[src/rtl/dmem_arbiter_32.sv]
// Shares the single-port data memory between the CPU port (0) and the loader/debug port (1).
// Latency: request sampled in IDLE -> ack two edges later; one transaction per three cycles.
// Backpressure: requesters hold req until their one-cycle ack; DMEM_ARB_ROUND_ROBIN_EN selects round-robin ties.
module dmem_arbiter_32 #(
  parameter int ADDR_WIDTH = 32,
  parameter int DATA_WIDTH = 32
) (
  input  logic                  clock,
  input  logic                  reset,
  input  logic                  p0_req,
  input  logic                  p0_we,
  input  logic [ADDR_WIDTH-1:0] p0_addr,
  input  logic [DATA_WIDTH-1:0] p0_wdata,
  output logic                  p0_ack,
  output logic [DATA_WIDTH-1:0] p0_rdata,
  output logic                  p0_err,
  input  logic                  p1_req,
  input  logic                  p1_we,
  input  logic [ADDR_WIDTH-1:0] p1_addr,
  input  logic [DATA_WIDTH-1:0] p1_wdata,
  output logic                  p1_ack,
  output logic [DATA_WIDTH-1:0] p1_rdata,
  output logic                  p1_err,
  output logic [ADDR_WIDTH-1:0] mem_address,
  output logic [DATA_WIDTH-1:0] mem_wdata,
  output logic                  mem_read_enabled,
  output logic                  mem_write_enabled,
  input  logic [DATA_WIDTH-1:0] mem_rdata,
  input  logic                  mem_err
);

  typedef enum logic [1:0] {IDLE, ACCESS, RESP} state_t;

  state_t                state;
  logic                  gnt;
  logic                  we_q;
  logic                  err_q;
  logic [ADDR_WIDTH-1:0] addr_q;
  logic [DATA_WIDTH-1:0] wdata_q;

  logic                  any_req;
  logic                  sel1;
  logic                  win_we;
  logic [ADDR_WIDTH-1:0] win_addr;
  logic [DATA_WIDTH-1:0] win_wdata;

  assign any_req = p0_req | p1_req;

`ifdef DMEM_ARB_ROUND_ROBIN_EN
  logic last_gnt;

  // On a tie the port that did not win last time goes first.
  assign sel1 = p1_req & (~p0_req | ~last_gnt);

  always_ff @(posedge clock) begin
    if (reset)
      last_gnt <= 1'b1;
    else if (state == IDLE && any_req)
      last_gnt <= sel1;
  end
`else
  assign sel1 = p1_req & ~p0_req;
`endif

  assign win_we    = sel1 ? p1_we    : p0_we;
  assign win_addr  = sel1 ? p1_addr  : p0_addr;
  assign win_wdata = sel1 ? p1_wdata : p0_wdata;

  always_ff @(posedge clock) begin
    if (reset) begin
      state             <= IDLE;
      gnt               <= 1'b0;
      we_q              <= 1'b0;
      err_q             <= 1'b0;
      addr_q            <= '0;
      wdata_q           <= '0;
      p0_ack            <= 1'b0;
      p1_ack            <= 1'b0;
      mem_read_enabled  <= 1'b0;
      mem_write_enabled <= 1'b0;
    end else begin
      p0_ack            <= 1'b0;
      p1_ack            <= 1'b0;
      mem_read_enabled  <= 1'b0;
      mem_write_enabled <= 1'b0;
      case (state)
        IDLE: begin
          if (any_req) begin
            gnt               <= sel1;
            we_q              <= win_we;
            addr_q            <= win_addr;
            wdata_q           <= win_wdata;
            // Enables are registered so they are high exactly during ACCESS.
            mem_write_enabled <= win_we;
            mem_read_enabled  <= ~win_we;
            state             <= ACCESS;
          end
        end
        ACCESS: begin
          err_q  <= mem_err;
          p0_ack <= ~gnt;
          p1_ack <= gnt;
          state  <= RESP;
        end
        RESP:    state <= IDLE;
        default: state <= IDLE;
      endcase
    end
  end

  assign mem_address = addr_q;
  assign mem_wdata   = wdata_q;

  // Memory read data is registered, so it is valid during RESP and passed straight through.
  assign p0_rdata = (p0_ack && !we_q) ? mem_rdata : '0;
  assign p1_rdata = (p1_ack && !we_q) ? mem_rdata : '0;
  assign p0_err   = p0_ack & err_q;
  assign p1_err   = p1_ack & err_q;

endmodule
[config.mk]
export PLATFORM = sky130hd
export DESIGN_NAME = dmem_arbiter_32
export DESIGN_NICKNAME = d
export VERILOG_FILES = /design/src/rtl/dmem_arbiter_32.sv
export SDC_FILE = /design/constraint.sdc
export NUM_CORES = 1
export LEC_CHECK = 0
export BUFFER_PORTS_ARGS = -buffer_cell sky130_fd_sc_hd__buf_2
export CAP_MARGIN = 20
export CORE_AREA = 3 3 117 119
export DETAILED_ROUTE_END_ITERATION = 7
export DIE_AREA = 0 0 120 122
export GPL_TIMING_DRIVEN = 0
export PLACE_DENSITY = 0.68
export SKIP_LAST_GASP = 1
export SYNTH_ARGS = -nofsm -noshare
export SYNTH_HDL_FRONTEND = slang
export SYNTH_SLANG_ARGS = --single-unit
[constraint.sdc]
create_clock -name clock -period 1.5 [get_ports clock]
set_input_delay 0 -clock clock [delete_from_list [all_inputs] [get_ports clock]]
set_output_delay 0 -clock clock [all_outputs]
set_load 0.05 [all_outputs]
# ---- Word-level counts from Yosys, hierarchy flattened
# Cells that the tools add are included.
dict set report word_totals {
  elab_cells 36
  output_inout_bits 134
  ff_bits 73
}
dict set report op_classes {
  reduce_logical 7
  n_eq_ne 2
  bitwise 10
  mux 7
}
# op count
set ops {}
lappend ops {{$mux W32} 4}
lappend ops {{$not A1 Y1} 6}
lappend ops {{$pmux W2 S2} 1}
lappend ops {{$and A1 B1 Y1} 3}
lappend ops {{$reduce_or A3 Y1} 1}
lappend ops {{$eq A2 B1 Y1 const B} 1}
lappend ops {{$logic_and A1 B1 Y1} 2}
lappend ops {{$logic_not A2 Y1} 1}
lappend ops {{$mux W2} 1}
lappend ops {{$ne A2 B2 Y1 const B} 1}
lappend ops {{$reduce_and A2 Y1} 1}
lappend ops {{$reduce_or A2 Y1} 1}
lappend ops {{$logic_not A1 Y1} 1}
lappend ops {{$mux W1} 1}
lappend ops {{$or A1 B1 Y1} 1}

# ---- Depth between registers and ports, before layout
dict set report logic_depth {
  depth_word 4
  ltp_mapped 6
  depth_no_buf 3
}

# ---- Worst setup path before layout
# No wires, ideal clock.
dict set report synth_timing {
  kind {register to output}
  startpoint {register p0_ack}
  endpoint {output p0_rdata[10]}
  n_path_buf 1
  setup_slack_ps -67
  arrival_time_ps 1567
  path_stages_with_launch 4
  path_cell_list {dfxtp_1 > nor2b_1 > clkbuf_1 > and2_1}
}
dict set report synth_via {
  elab_chain_cells 2
}
# element line_no
set synth_lines {}
lappend synth_lines {{start: declaration} 14} ;# output logic p0_ack,
lappend synth_lines {{start signal: assignment} 101} ;# p0_ack <= ~gnt;
lappend synth_lines {{$logic_and A1 B1 Y1} 115} ;# assign p0_rdata = (p0_ack && !we_q) ? mem_rdata : '0;
lappend synth_lines {{$mux W32} 115}
lappend synth_lines {{end: declaration} 15} ;# output logic [DATA_WIDTH-1:0] p0_rdata,
# No other way between the ends.

# ---- Worst setup path after layout
dict set report layout_timing {
  startpoint {register we_q}
  endpoint {output p0_rdata[3]}
}
dict set report layout_via {
  elab_chain_cells 3
}
# element line_no
set layout_lines {}
lappend layout_lines {{start: declaration} 36} ;# logic we_q;
lappend layout_lines {{start signal: assignment} 90} ;# we_q <= win_we;
lappend layout_lines {{$logic_not A1 Y1} 115}
lappend layout_lines {{$logic_and A1 B1 Y1} 115}
lappend layout_lines {{$mux W32} 115}
# No other way between the ends.

==> results.tsv <==
metric	value	unit
multi_input_area	0.00209	mm^2
crit_top_cell	sky130_fd_sc_hd__buf_4	
num_antenna_cells	0	
synth_area	0.00376	mm^2
regArea	0.00146	mm^2
grt_max_degree	14	
grt_util_met3	5.62	%
grt_total_ovfl	0	
finClkSkew	0.00616	ns
setup_repair_after_global_routing_missed_its_margin	true	
critical_path_arrival	1.46	ns
cp_max_fo	10	
post_synth_main_area_contributors	sky130_fd_sc_hd__dfxtp_1 39%, sky130_fd_sc_hd__and2_1 11%, sky130_fd_sc_hd__o22ai_1 11%, sky130_fd_sc_hd__a211oi_2 10%, sky130_fd_sc_hd__a211oi_1 7.0%	
fp.dieArea	0.0146	mm^2
detail_route.iter0.violations	176	
h-tree-depth	3	
yosysWarningCount	0	
post_synth_num_cell_types	24	
post-route-drc-count	0	
std_cell_rows	41	
layout.core_utilization	49.4	%
nFillCells	1249	
critical_path.n_buffers_inverters	2	
crit_type	flip-flop to output port	
hold-worst-slack	0.0141	ns
drv_slew	0	
pre_cts_ws	-0.0939	ns
global_route.peak_usage_layer	met2	
synth.ff_latch_count	73	
floorplan.die.height	122	um
drive_gt1_share	64.7	%
critPathRequiredTime	1.50	ns
finalSetupViolations	0	
portbufs	299	
reg2reg_setup_slack	0.13	ns
holdCritPathClass	input pin to flip-flop	
run_status	finished, final reports clean	
worstRegToRegCells	5	
boundaryPins	301	
first_global_vias	4333	
clk_pin_slew	0.06	ns
critical_path.reg2reg.endpoint	mem_wdata[30]	
syn-instance-count	401	
tritoncts_clock_tree	yes	
number_of_buffers_between_clock_root_and_the_deepest_sink	2	
grtUsageMet1	24.2	%
clock.fmax	683	MHz
final_net_count	896	
final_report_hold_violation_count	0	
finalWorstPathRequiredPeriod	1.46	ns
timing.critical_path.slowest_cell_delay	0.38	ns
worst_slew_margin_rel	51.6	%
firstDrtPassIters	4	
routedWlPerCell	17.9	um
cts-root-buf	sky130_fd_sc_hd__clkbuf_16	
hold_path.startpoint	p1_req	
route.antenna.remaining_nets	0	
detailroute.via_count	4425	
number_of_nets_produced_by_synthesis	568	
timing.critical_path.slowest_stage_cell	sky130_fd_sc_hd__dfxtp_1	
die_x	120	um
fp.coreArea	0.0127	mm^2
detailedPlacementHpwl	12700	um
r2r_start	state[1]	
route.final.wire_length	16200	um
place.gp.congestion	0.905	
synth_seq_area_share	38.8	%
worst_path_dominant_cell_family	flip-flops	
layout_setup_ws	0.0360	ns
crit_path_cell_trace	nor2b_4 > buf_4 > and2_2 > buf_4	
power_leakage	2.96	nW
wire_length_of_the_first_global_routing_pass	24100	um
clkLatencyLatePin	0.33	ns
synth_largest_type_area_fraction	38.8	%
routed_via_density	4.88	
worstSetupPathDepth	4	
post-route-period-util	97.6	%
endpoint_kind	output port	
yosys.area.top_type	sky130_fd_sc_hd__dfxtp_1	
vdd_ir_drop_max	0.546	mV
syn_avg_cell_area	9.39	um^2
antenna_found_initial	2	
p_per_area	1080	mW/mm^2
report.power.total	6.76	mW
timing.critical_path.to	p0_rdata[3]	
whs_path_depth	3	
overall_routing_resource_usage	21.3	%
startpoint_type	flip-flop	
cts_made_buffers	9	
tightestPinTransition	0.727	ns
drv_cap	0	
start_util	29.7	%
flow.area_growth_from_synthesis	66.4	%
met2_resource_use_gr	39.2	%
worstSetupStartpoint	we_q	
tritoncts_num_sinks	73	
==> final cells by class <==
class,instances,area share (%)
Clock buffer,10,3.65
Clock inverter,6,1.06
Sequential cell,73,23.3
Buffer,49,5.33
Timing Repair Buffer,317,29.7
Multi-Input combinational cell,278,33.4
Tap cell,172,3.44
Inverter,1,0.0599
==> registers in the layout (all words and copies together), names as in the netlist <==
register and cells:
p0_ack 1, state 2, we_q 1, p1_ack 1, mem_address 32, err_q 1
mem_write_enabled 1, mem_wdata 32, gnt 1, mem_read_enabled 1
==> how the worst min path moves through the flow <==
stage	slack, ns	end
finish	0.01	gnt
global route	0.008	mem_address[24]
CTS	0.007	mem_address[18]
detailed placement	0.26	gnt
global placement	0.25	gnt
floorplan	0.1	gnt
==> what timing repair did <==
action                                 4_1_cts  5_1_grt
resized for setup                           77       28
hold buffers                                17        0
pin swaps                                    0        0
endpoints found under the hold margin       17        0
buffers inserted                             1        0
setup endpoints to repair                  104       74
gates cloned                                 0        0
==> synth_stat cells (all sizes together) <==
library cell  count
nor3b             1
mux2i             2
a21oi            66
nor2b             2
o22ai            64
dfxtp            73
a211oi           65
inv               1
or2               1
nor2              4
and2             67
nand2b            2
nand2             1
clkbuf           22
buf              27
a311oi            1
nor3              2
==> tightest hold or removal path: stages <==
cell and delay, ns:
sky130_fd_sc_hd__buf_2 0.11, sky130_fd_sc_hd__a21oi_1 0.12, sky130_fd_sc_hd__a211oi_1 0.06
==> kinds of logic after synthesis <==
kind of cell	synth area share, %
and+or+nand+nor	13.1
DFF	38.8
muxes	0.532
AOI/OAI and AO/OA	39.6
buffers and inverters	7.94
==> metrics by stage <==
stage,instance area [um^2],setup TNS (ns),std cells
detailed placement,5550,-2.62,872
global placement,5550,-2.65,872
global route,6260,-0.431,906
finish,6260,0,906
floorplan,3840,0,401
CTS,6210,-0.0679,906
==> power by group <==
part / switching (mW) / total, mW / internal, mW
clock network: 0.856 / 2.15 / 1.29
registers: 0.129 / 2.28 / 2.16
logic: 1.57 / 2.33 / 0.764
==> per-layer routing <==
metal  share of wire (%)  up-vias
li1                    -     2163
met1                  38     2024
met2                  53      217
met3                 7.0       21
met4                 2.1        0
met5                   0        -
==> cells in the final DEF (no fill, tap or decap), types with 3 or more instances in the layout <==
master	synthesis	final
sky130_fd_sc_hd__a211oi_1	35	35
sky130_fd_sc_hd__a211oi_2	30	30
sky130_fd_sc_hd__a21oi_1	36	36
sky130_fd_sc_hd__a21oi_2	30	30
sky130_fd_sc_hd__and2_1	67	7
sky130_fd_sc_hd__and2_2	0	60
sky130_fd_sc_hd__buf_2	14	249
sky130_fd_sc_hd__buf_4	2	62
sky130_fd_sc_hd__buf_6	7	17
sky130_fd_sc_hd__buf_8	3	3
sky130_fd_sc_hd__clkbuf_1	22	14
sky130_fd_sc_hd__clkbuf_16	0	9
sky130_fd_sc_hd__clkbuf_2	0	4
sky130_fd_sc_hd__clkinvlp_4	0	3
sky130_fd_sc_hd__dfxtp_1	73	73
sky130_fd_sc_hd__dlygate4sd3_1	0	17
sky130_fd_sc_hd__nor2_1	3	3
sky130_fd_sc_hd__o22ai_1	64	64
No activity file was read; power rests on OpenSTA's default activity.
